--- src/rtl/i2c_adc_target.sv ---
// rtl/i2c_adc_target.sv - I2C target presenting the ADS1115 pointer + four 16-bit register map
module i2c_adc_target #(
    parameter logic [6:0]  ADDRESS      = 7'h48,
    parameter int          SYNC_STAGES  = 2,
    parameter logic [15:0] CONFIG_RESET = 16'h8583
) (
    input  logic        clk_i,
    input  logic        rst_ni,
    input  logic        scl_i,
    input  logic        sda_i,
    output logic        sda_oe_o,
    input  logic [15:0] conv_data_i,
    input  logic        conv_valid_i,
    output logic [15:0] config_o,
    output logic        config_wr_o,
    output logic        busy_o
);

    localparam logic [3:0] S_IDLE       = 4'd0;
    localparam logic [3:0] S_ADDR       = 4'd1;
    localparam logic [3:0] S_ADDR_ACK   = 4'd2;
    localparam logic [3:0] S_PTR        = 4'd3;
    localparam logic [3:0] S_PTR_ACK    = 4'd4;
    localparam logic [3:0] S_WR_MSB     = 4'd5;
    localparam logic [3:0] S_WR_MSB_ACK = 4'd6;
    localparam logic [3:0] S_WR_LSB     = 4'd7;
    localparam logic [3:0] S_WR_LSB_ACK = 4'd8;
    localparam logic [3:0] S_RD_MSB     = 4'd9;
    localparam logic [3:0] S_RD_MSB_ACK = 4'd10;
    localparam logic [3:0] S_RD_LSB     = 4'd11;
    localparam logic [3:0] S_RD_LSB_ACK = 4'd12;
    localparam logic [3:0] S_IGNORE     = 4'd13;

    logic [SYNC_STAGES-1:0] scl_sync, sda_sync;
    logic                   scl_s, sda_s, scl_d, sda_d;
    logic                   scl_rise, scl_fall, start_det, stop_det;

    logic [3:0]  state;
    logic [2:0]  bit_cnt;
    logic [6:0]  shreg;
    logic [7:0]  byte_in;
    logic        byte_done;
    logic        phase;
    logic        rw;
    logic [1:0]  pointer;
    logic [7:0]  wr_msb;
    logic [15:0] tx;
    logic [15:0] reg_conv, reg_lo, reg_hi;
    logic [15:0] rd_word;
    logic [3:0]  ack_next;

    // Bus idles high, so the synchronisers reset to 1 to avoid phantom edges.
    always_ff @(posedge clk_i) begin
        if (!rst_ni) begin
            scl_sync <= '1;
            sda_sync <= '1;
            scl_d    <= 1'b1;
            sda_d    <= 1'b1;
        end else begin
            scl_sync <= {scl_sync[SYNC_STAGES-2:0], scl_i};
            sda_sync <= {sda_sync[SYNC_STAGES-2:0], sda_i};
            scl_d    <= scl_s;
            sda_d    <= sda_s;
        end
    end

    assign scl_s     = scl_sync[SYNC_STAGES-1];
    assign sda_s     = sda_sync[SYNC_STAGES-1];
    assign scl_rise  = scl_s & ~scl_d;
    assign scl_fall  = ~scl_s & scl_d;
    assign start_det = scl_s & sda_d & ~sda_s;
    assign stop_det  = scl_s & ~sda_d & sda_s;
    assign byte_in   = {shreg, sda_s};
    assign byte_done = scl_rise && (bit_cnt == 3'd7);

    always_comb begin
        rd_word = reg_conv;
        case (pointer)
            2'd1:    rd_word = config_o;
            2'd2:    rd_word = reg_lo;
            2'd3:    rd_word = reg_hi;
            default: rd_word = reg_conv;
        endcase
    end

    always_comb begin
        ack_next = S_WR_MSB;
        case (state)
            S_ADDR_ACK:   ack_next = S_PTR;
            S_PTR_ACK:    ack_next = S_WR_MSB;
            S_WR_MSB_ACK: ack_next = S_WR_LSB;
            default:      ack_next = S_WR_MSB;
        endcase
    end

    always_ff @(posedge clk_i) begin
        if (!rst_ni) begin
            state       <= S_IDLE;
            bit_cnt     <= 3'd0;
            shreg       <= 7'd0;
            phase       <= 1'b0;
            rw          <= 1'b0;
            pointer     <= 2'd0;
            wr_msb      <= 8'd0;
            tx          <= 16'd0;
            reg_conv    <= 16'd0;
            config_o    <= CONFIG_RESET;
            reg_lo      <= 16'h8000;
            reg_hi      <= 16'h7FFF;
            sda_oe_o    <= 1'b0;
            config_wr_o <= 1'b0;
            busy_o      <= 1'b0;
        end else begin
            config_wr_o <= 1'b0;
            if (conv_valid_i) reg_conv <= conv_data_i;

            if (start_det) begin
                state    <= S_ADDR;
                bit_cnt  <= 3'd0;
                sda_oe_o <= 1'b0;
            end else if (stop_det) begin
                state    <= S_IDLE;
                sda_oe_o <= 1'b0;
                busy_o   <= 1'b0;
            end else begin
                if (scl_rise) begin
                    shreg   <= byte_in[6:0];
                    bit_cnt <= bit_cnt + 3'd1;
                end
                case (state)
                    S_ADDR: if (byte_done) begin
                        if (byte_in[7:1] == ADDRESS) begin
                            state  <= S_ADDR_ACK;
                            phase  <= 1'b0;
                            busy_o <= 1'b1;
                            rw     <= byte_in[0];
                            tx     <= rd_word;
                        end else begin
                            state  <= S_IGNORE;
                            busy_o <= 1'b0;
                        end
                    end
                    // Target ACK slot: first fall pulls low, second fall ends the slot.
                    S_ADDR_ACK, S_PTR_ACK, S_WR_MSB_ACK, S_WR_LSB_ACK: if (scl_fall) begin
                        if (!phase) begin
                            sda_oe_o <= 1'b1;
                            phase    <= 1'b1;
                        end else begin
                            bit_cnt <= 3'd0;
                            phase   <= 1'b0;
                            if (state == S_ADDR_ACK && rw) begin
                                state    <= S_RD_MSB;
                                sda_oe_o <= ~tx[15];
                                tx       <= {tx[14:0], 1'b0};
                            end else begin
                                state    <= ack_next;
                                sda_oe_o <= 1'b0;
                            end
                        end
                    end
                    S_PTR: if (byte_done) begin
                        pointer <= byte_in[1:0];
                        state   <= S_PTR_ACK;
                        phase   <= 1'b0;
                    end
                    S_WR_MSB: if (byte_done) begin
                        wr_msb <= byte_in;
                        state  <= S_WR_MSB_ACK;
                        phase  <= 1'b0;
                    end
                    S_WR_LSB: if (byte_done) begin
                        case (pointer)
                            2'd1: begin
                                config_o    <= {wr_msb, byte_in};
                                config_wr_o <= 1'b1;
                            end
                            2'd2:    reg_lo <= {wr_msb, byte_in};
                            2'd3:    reg_hi <= {wr_msb, byte_in};
                            default: ;
                        endcase
                        state <= S_WR_LSB_ACK;
                        phase <= 1'b0;
                    end
                    S_RD_MSB, S_RD_LSB: begin
                        if (byte_done) begin
                            state <= (state == S_RD_MSB) ? S_RD_MSB_ACK : S_RD_LSB_ACK;
                            phase <= 1'b0;
                        end else if (scl_fall) begin
                            sda_oe_o <= ~tx[15];
                            tx       <= {tx[14:0], 1'b0};
                        end
                    end
                    // Master ACK slot: release on first fall, sample on rise, continue on next fall.
                    S_RD_MSB_ACK, S_RD_LSB_ACK: begin
                        if (scl_rise && !phase) begin
                            if (sda_s) begin
                                state  <= S_IGNORE;
                                busy_o <= 1'b0;
                            end else begin
                                phase <= 1'b1;
                                if (state == S_RD_LSB_ACK) tx <= rd_word;
                            end
                        end else if (scl_fall) begin
                            if (!phase) begin
                                sda_oe_o <= 1'b0;
                            end else begin
                                sda_oe_o <= ~tx[15];
                                tx       <= {tx[14:0], 1'b0};
                                bit_cnt  <= 3'd0;
                                phase    <= 1'b0;
                                state    <= (state == S_RD_MSB_ACK) ? S_RD_LSB : S_RD_MSB;
                            end
                        end
                    end
                    default: ;
                endcase
            end
        end
    end

endmodule
--- config.mk ---
export PLATFORM = sky130hd
export DESIGN_NAME = i2c_adc_target
export DESIGN_NICKNAME = d
export VERILOG_FILES = /design/src/rtl/i2c_adc_target.sv
export SDC_FILE = /design/constraint.sdc
export NUM_CORES = 1
export LEC_CHECK = 0
export CELL_PAD_IN_SITES_DETAIL_PLACEMENT = 0
export CELL_PAD_IN_SITES_GLOBAL_PLACEMENT = 2
export CORE_MARGIN = 10
export CORE_UTILIZATION = 35
export DETAILED_ROUTE_END_ITERATION = 10
export DONT_BUFFER_PORTS = 1
export PLACE_DENSITY_LB_ADDON = 0.25
export SYNTH_ARGS = -nofsm -noshare
export SYNTH_HDL_FRONTEND = slang
export SYNTH_SLANG_ARGS = --single-unit
--- constraint.sdc ---
create_clock -name clk_i -period 2.35 [get_ports clk_i]
set_input_delay 0.47 -clock clk_i [delete_from_list [all_inputs] [get_ports clk_i]]
set_output_delay 0.47 -clock clk_i [all_outputs]
set_load 0.02 [all_outputs]
# After elaboration in Yosys (flattened, before gate mapping)
# Cells that the tools add are included.
[op_classes] addsub=1 eq_ne=49 mux=63 n_bitwise=16 reduce_logical=30
[op_table] operator="16-bit two-way mux" n=12
[op_table] operator="16-bit one-hot mux with 4 select lines" n=1
[op_table] operator="4-bit two-way mux" n=13
[op_table] operator="16-bit one-hot mux with 3 select lines" n=1
[op_table] operator="4-bit != test, second input constant" n=7
[op_table] operator="4-bit one-hot mux with 7 select lines" n=1
[op_table] operator="2-bit != test, second input constant" n=13
[op_table] operator="5-bit AND reduction" n=5
[op_table] operator="1-bit two-way mux" n=24
[op_table] operator="3-bit != test, second input constant" n=8
[op_table] operator="11-bit AND reduction" n=2
[op_table] operator="4-bit == test, second input constant" n=5
[op_table] operator="4-bit by 3-bit == test with 1-bit output, second input constant" n=4
[op_table] operator="3-bit two-way mux" n=5
[op_table] operator="5-bit != test, second input constant" n=3
[op_table] operator="14-bit AND reduction" n=1
[op_table] operator="3-bit one-hot mux with 2 select lines" n=2
[op_table] operator="1-bit NOT" n=10
[op_table] operator="5-bit OR reduction" n=2
[op_table] operator="9-bit AND reduction" n=1
[op_table] operator="9-bit nonzero test" n=1
[op_table] operator="4-bit by 2-bit == test with 1-bit output, second input constant" n=2
[op_table] operator="4-bit AND reduction" n=2
[op_table] operator="4-bit nonzero test" n=2
[op_table] operator="other kinds (21)" n=32
[totals] ff_bits=115 input_bits=21

# Logic depth before layout (Yosys ltp)
[logic_depth] word_depth=8 depth_mapped=10 mapped_depth_nobuf=8

# Worst setup path after synthesis
# No wires, ideal clock.
[synth_path] kind="reg-to-reg" from="register bit_cnt[0]" to="register config_o[0]" setup_time_ns=0.126 arrival_time_ns=1.866 setup_slack_ns=0.358 path_stages_with_launch=11 synth_period_minus_slack_ns=1.992 cell_sequence="dfxtp_1 > ha_1 > ha_1 > nand3b_4 > nor4_4 > nand2_1 > or2_1 > buf_2 > buf_6 > nand2_1 > o211ai_2"
[synth_between] elab_chain_cells=3
[synth_rtl] item="start, declared" line="39" text="logic [2:0] bit_cnt;"
[synth_rtl] item="start signal, assigned" line="128" text="bit_cnt <= bit_cnt + 3'd1;"
[synth_rtl] item="3-bit == test" line="74" text="assign byte_done = scl_rise && (bit_cnt == 3'd7);"
[synth_rtl] item="1-bit logical AND" line="74"
[synth_rtl] item="5-bit AND reduction (no line)"
[synth_rtl] item="end signal, assigned" line="174" text="config_o <= {wr_msb, byte_in};"
[synth_rtl] item="end, declared" line="14" text="output logic [15:0] config_o,"
# No other way between the ends.
# A chain may end at the register's enable or synchronous reset.

# Worst setup path after layout
# Ends and elaborated chain as after synthesis.

==> out/qor.csv <==
stage,metric,value,unit
finish,fillers,1566,
cts,cts_setup_buffers,0,
worst_setup_path,r2r_end,config_o[0]$_SDFFE_PN1P_,
worst_setup_path,endpoint,config_o[0]$_SDFFE_PN1P_,
sta,hold_violations,0,
global_route,grt_pass1_vias,4296,
die,dieArea,21600,sq um
logic_synthesis,syn-num-nets,617,
sta,setup_viol,0,
logic_synthesis,synth_edf_count,0,
worst_hold_path,min_from,rst_ni,
placed_design,dp_worst_setup_slack,217,ps
worst_setup_path,start_kind,flip-flop,
cts,cts_root_buf,clkbuf_16,
die,dieHeight,147,um
worst_setup_path,crit_path_top_delay_cell,nor4_4,
global_route,grt_pass1_wl,24.3,mm
finish,drive_gt1_frac,0.172,
detailed_routing,drt-total-wl,15.1,mm
die,rows,46,
global_route,grt_usage,0.143,
worst_setup_path,arrival,2460,ps
detailed_routing,vias,4266,
finish,seq_area,2300,sq um
worst_setup_path,worstSetupPathType,flip-flop to flip-flop,
worst_setup_path,crit_cells,9,
die,io_pins,40,
cts,cts_max_path_buffers,2,
worst_setup_path,path_buf_inv,1,
sta,tightest_slew,641,ps
worst_setup_path,reg2reg_slack,190,ps
sta,period_minus_slack,2160,ps
sta,holdWs,133,ps
finish,layout_commonest_cell,nand2_1,
die,die-width,147,um
die,start_util,0.357,
pwr,power_density,904,nW/um^2
cts,cts_buffers,17,
logic_synthesis,ys_types,72,
logic_synthesis,synth_seq_cells,115,
logic_synthesis,seq_area_frac_synth,0.407,
worst_setup_path,path_cells,ha_1 > ha_1 > nand3b_4 > nor4_4 > nand2_1 > or2_1 > buf_4 > nand2_1 > o211ai_2,
logic_synthesis,synth_flop_cell,dfxtp_1,
global_route,grt_max_degree,129,
global_route,antenna_found_initial,0,
worst_setup_path,startpoint,bit_cnt[0]$_SDFFE_PP0N_,
sta,slew_headroom,0.569,
worst_setup_path,critical_path_peak_fanout,9,
sta,drv_slew,0,
logic_synthesis,ys_warn_count,0,
worst_setup_path,cp_data_required_time,2650,ps
worst_setup_path,crit-reg2reg-launch,bit_cnt[0]$_SDFFE_PP0N_,
worst_setup_path,worst_path_largest_cell_delay,430,ps
logic_synthesis,syn_area,5650,sq um
detailed_routing,firstDrtPassIters,4,
detailed_routing,routed_via_density,5.12,
pwr,p_leak,2.68,nW
logic_synthesis,postSynth.asyncResetShare,0,
die,core,15800,sq um
cts,clock_sink_count,115,
cts,htreeDepth,4,
outcome,status,completed,
placed_design,port_buffers,0,
cts,clkTransAtPathRegs,60,ps
worst_setup_path,end_kind,flip-flop,
sta,rsz0062_at_grt,false,
detailed_routing,post_drt_wl_per_cell,18.1,um
detailed_routing,ant_nets,0,
finish,final_cell_mix,"117 x nand2_1, 115 x dfxtp_1, 65 x mux2i_1",
worst_setup_path,cp_top_family,simple AND/OR/NAND/NOR gates,
sta,finalCritPeriodShare,0.919,
worst_hold_path,hold_class,input pin to flip-flop,
finish,multiInputGateArea,3110,sq um
worst_hold_path,min_path_cells,1,
sta,max_freq,0.463,GHz
detailed_routing,drt_iter0_drc,322,
cts,clk_latency,420,ps
placed_design,hpwlAfterDp,10.3,mm
finish,num_antenna_cells,0,
pwr,peakVddDrop,0.532,mV
finish,synthToLayoutAreaGrowth,15.3,%
sta,setup_ws,191,ps
cts,cts_hold_buffers,0,
detailed_routing,drc_errors,0,
sta,clock_skew,11.6,ps
job,maxCapViolCount,0,
worst_setup_path,reg2reg_depth,9,
finish,layout.nets,627,
logic_synthesis,synth_area_per_cell,9.51,sq um
logic_synthesis,synthCells,594,
cts,cts_tree,yes,
cts,post_cts_resize_count,0,
placed_design,place.gp.congestion,0.932,
global_route,grt-ovfl-total,0,
sta,setup_tns,0,ps
[cell families after synthesis]
group | after synthesis | share of synthesized area
fa+ha+maj | 2 | 0.00443
simple gates | 258 | 0.238
xor+xnor | 4 | 0.00620
buf+inv | 45 | 0.0421
flops | 115 | 0.407
mux | 96 | 0.209
compound gates | 74 | 0.0930
[power breakdown]
part | leakage [nW] | internal (mW) | switching [mW]
Clock | 0.262 | 1.51 | 0.950
Combinational | 1.48 | 0.601 | 0.690
Sequential | 0.932 | 2.02 | 0.112
Total | 2.68 | 4.14 | 1.75
[flip-flops by register name (all words and copies together) (netlist names)]
signal	cells
config_o	16
reg_conv	16
reg_hi	16
reg_lo	16
tx	16
wr_msb	8
shreg	7
state	4
bit_cnt	3
pointer	2
scl_sync	2
sda_sync	2
busy_o	1
config_wr_o	1
phase	1
rw	1
scl_d	1
sda_d	1
sda_oe_o	1
[final cells by class]
cell class / instances / share of cell area
multi-input combinational: 434 / 0.478
sequential: 115 / 0.353
clock buffer: 21 / 0.0707
tap: 216 / 0.0415
timing repair buffer: 32 / 0.0388
clock inverter: 11 / 0.0159
inverter: 4 / 0.00230
[how the worst min path moves through the flow]
stage                                        end  slack (ps)
after global placement    sda_sync[1]$_SDFF_PN1_         390
final                           sda_d$_SDFF_PN1_         130
after global routing            sda_d$_SDFF_PN1_         120
after detailed placement  sda_sync[1]$_SDFF_PN1_         400
after CTS                       sda_d$_SDFF_PN1_         110
after floorplan           scl_sync[1]$_SDFF_PN1_         390
[worst reg2reg max path: stages (launching register included)]
cell      delay [ps]
dfxtp_1          350
ha_1             150
ha_1             230
nand3b_4         150
nor4_4           430
nand2_1          140
or2_1            240
buf_4            180
nand2_1           90
o211ai_2          80
[metrics by stage]
| step | util | total power, mW | cell area, sq um | cells |
|---|---|---|---|---|
| 6_report | 0.412 | 5.89 | 6520 | 833 |
| 5_1_grt | 0.412 | 6.15 | 6520 | 833 |
| 4_1_cts | 0.412 | 5.95 | 6520 | 833 |
| 3_5_place_dp | 0.376 | 3.46 | 5950 | 801 |
| 3_3_place_gp | 0.376 | 3.48 | 5950 | 801 |
| 2_1_floorplan | - | 3.19 | 5650 | 594 |
[per-layer routing]
layer,vias up,track usage,share of wire
met3,19,0.0372,0.042
met1,2077,0.176,0.45
met2,75,0.234,0.49
met5,-,0,0
met4,0,0.0530,0.018
li1,2095,-,-
[cell usage after synthesis, types with 7 or more instances]
library cell | n | area, sq um
nor2b_1 | 51 | 319
nand2b_1 | 9 | 56.3
nand3_1 | 25 | 125
a21boi_0 | 9 | 67.6
a21oi_1 | 19 | 95.1
clkbuf_1 | 17 | 63.8
dfxtp_1 | 115 | 2300
nor2_1 | 15 | 56.3
mux4_2 | 16 | 360
buf_2 | 15 | 75.1
mux2_1 | 7 | 78.8
mux2i_1 | 65 | 651
o211ai_1 | 7 | 52.6
o21ai_0 | 13 | 65.1
mux2_2 | 8 | 90.1
nand2_1 | 117 | 439
Note: power is estimated with default switching activity, not from simulation.
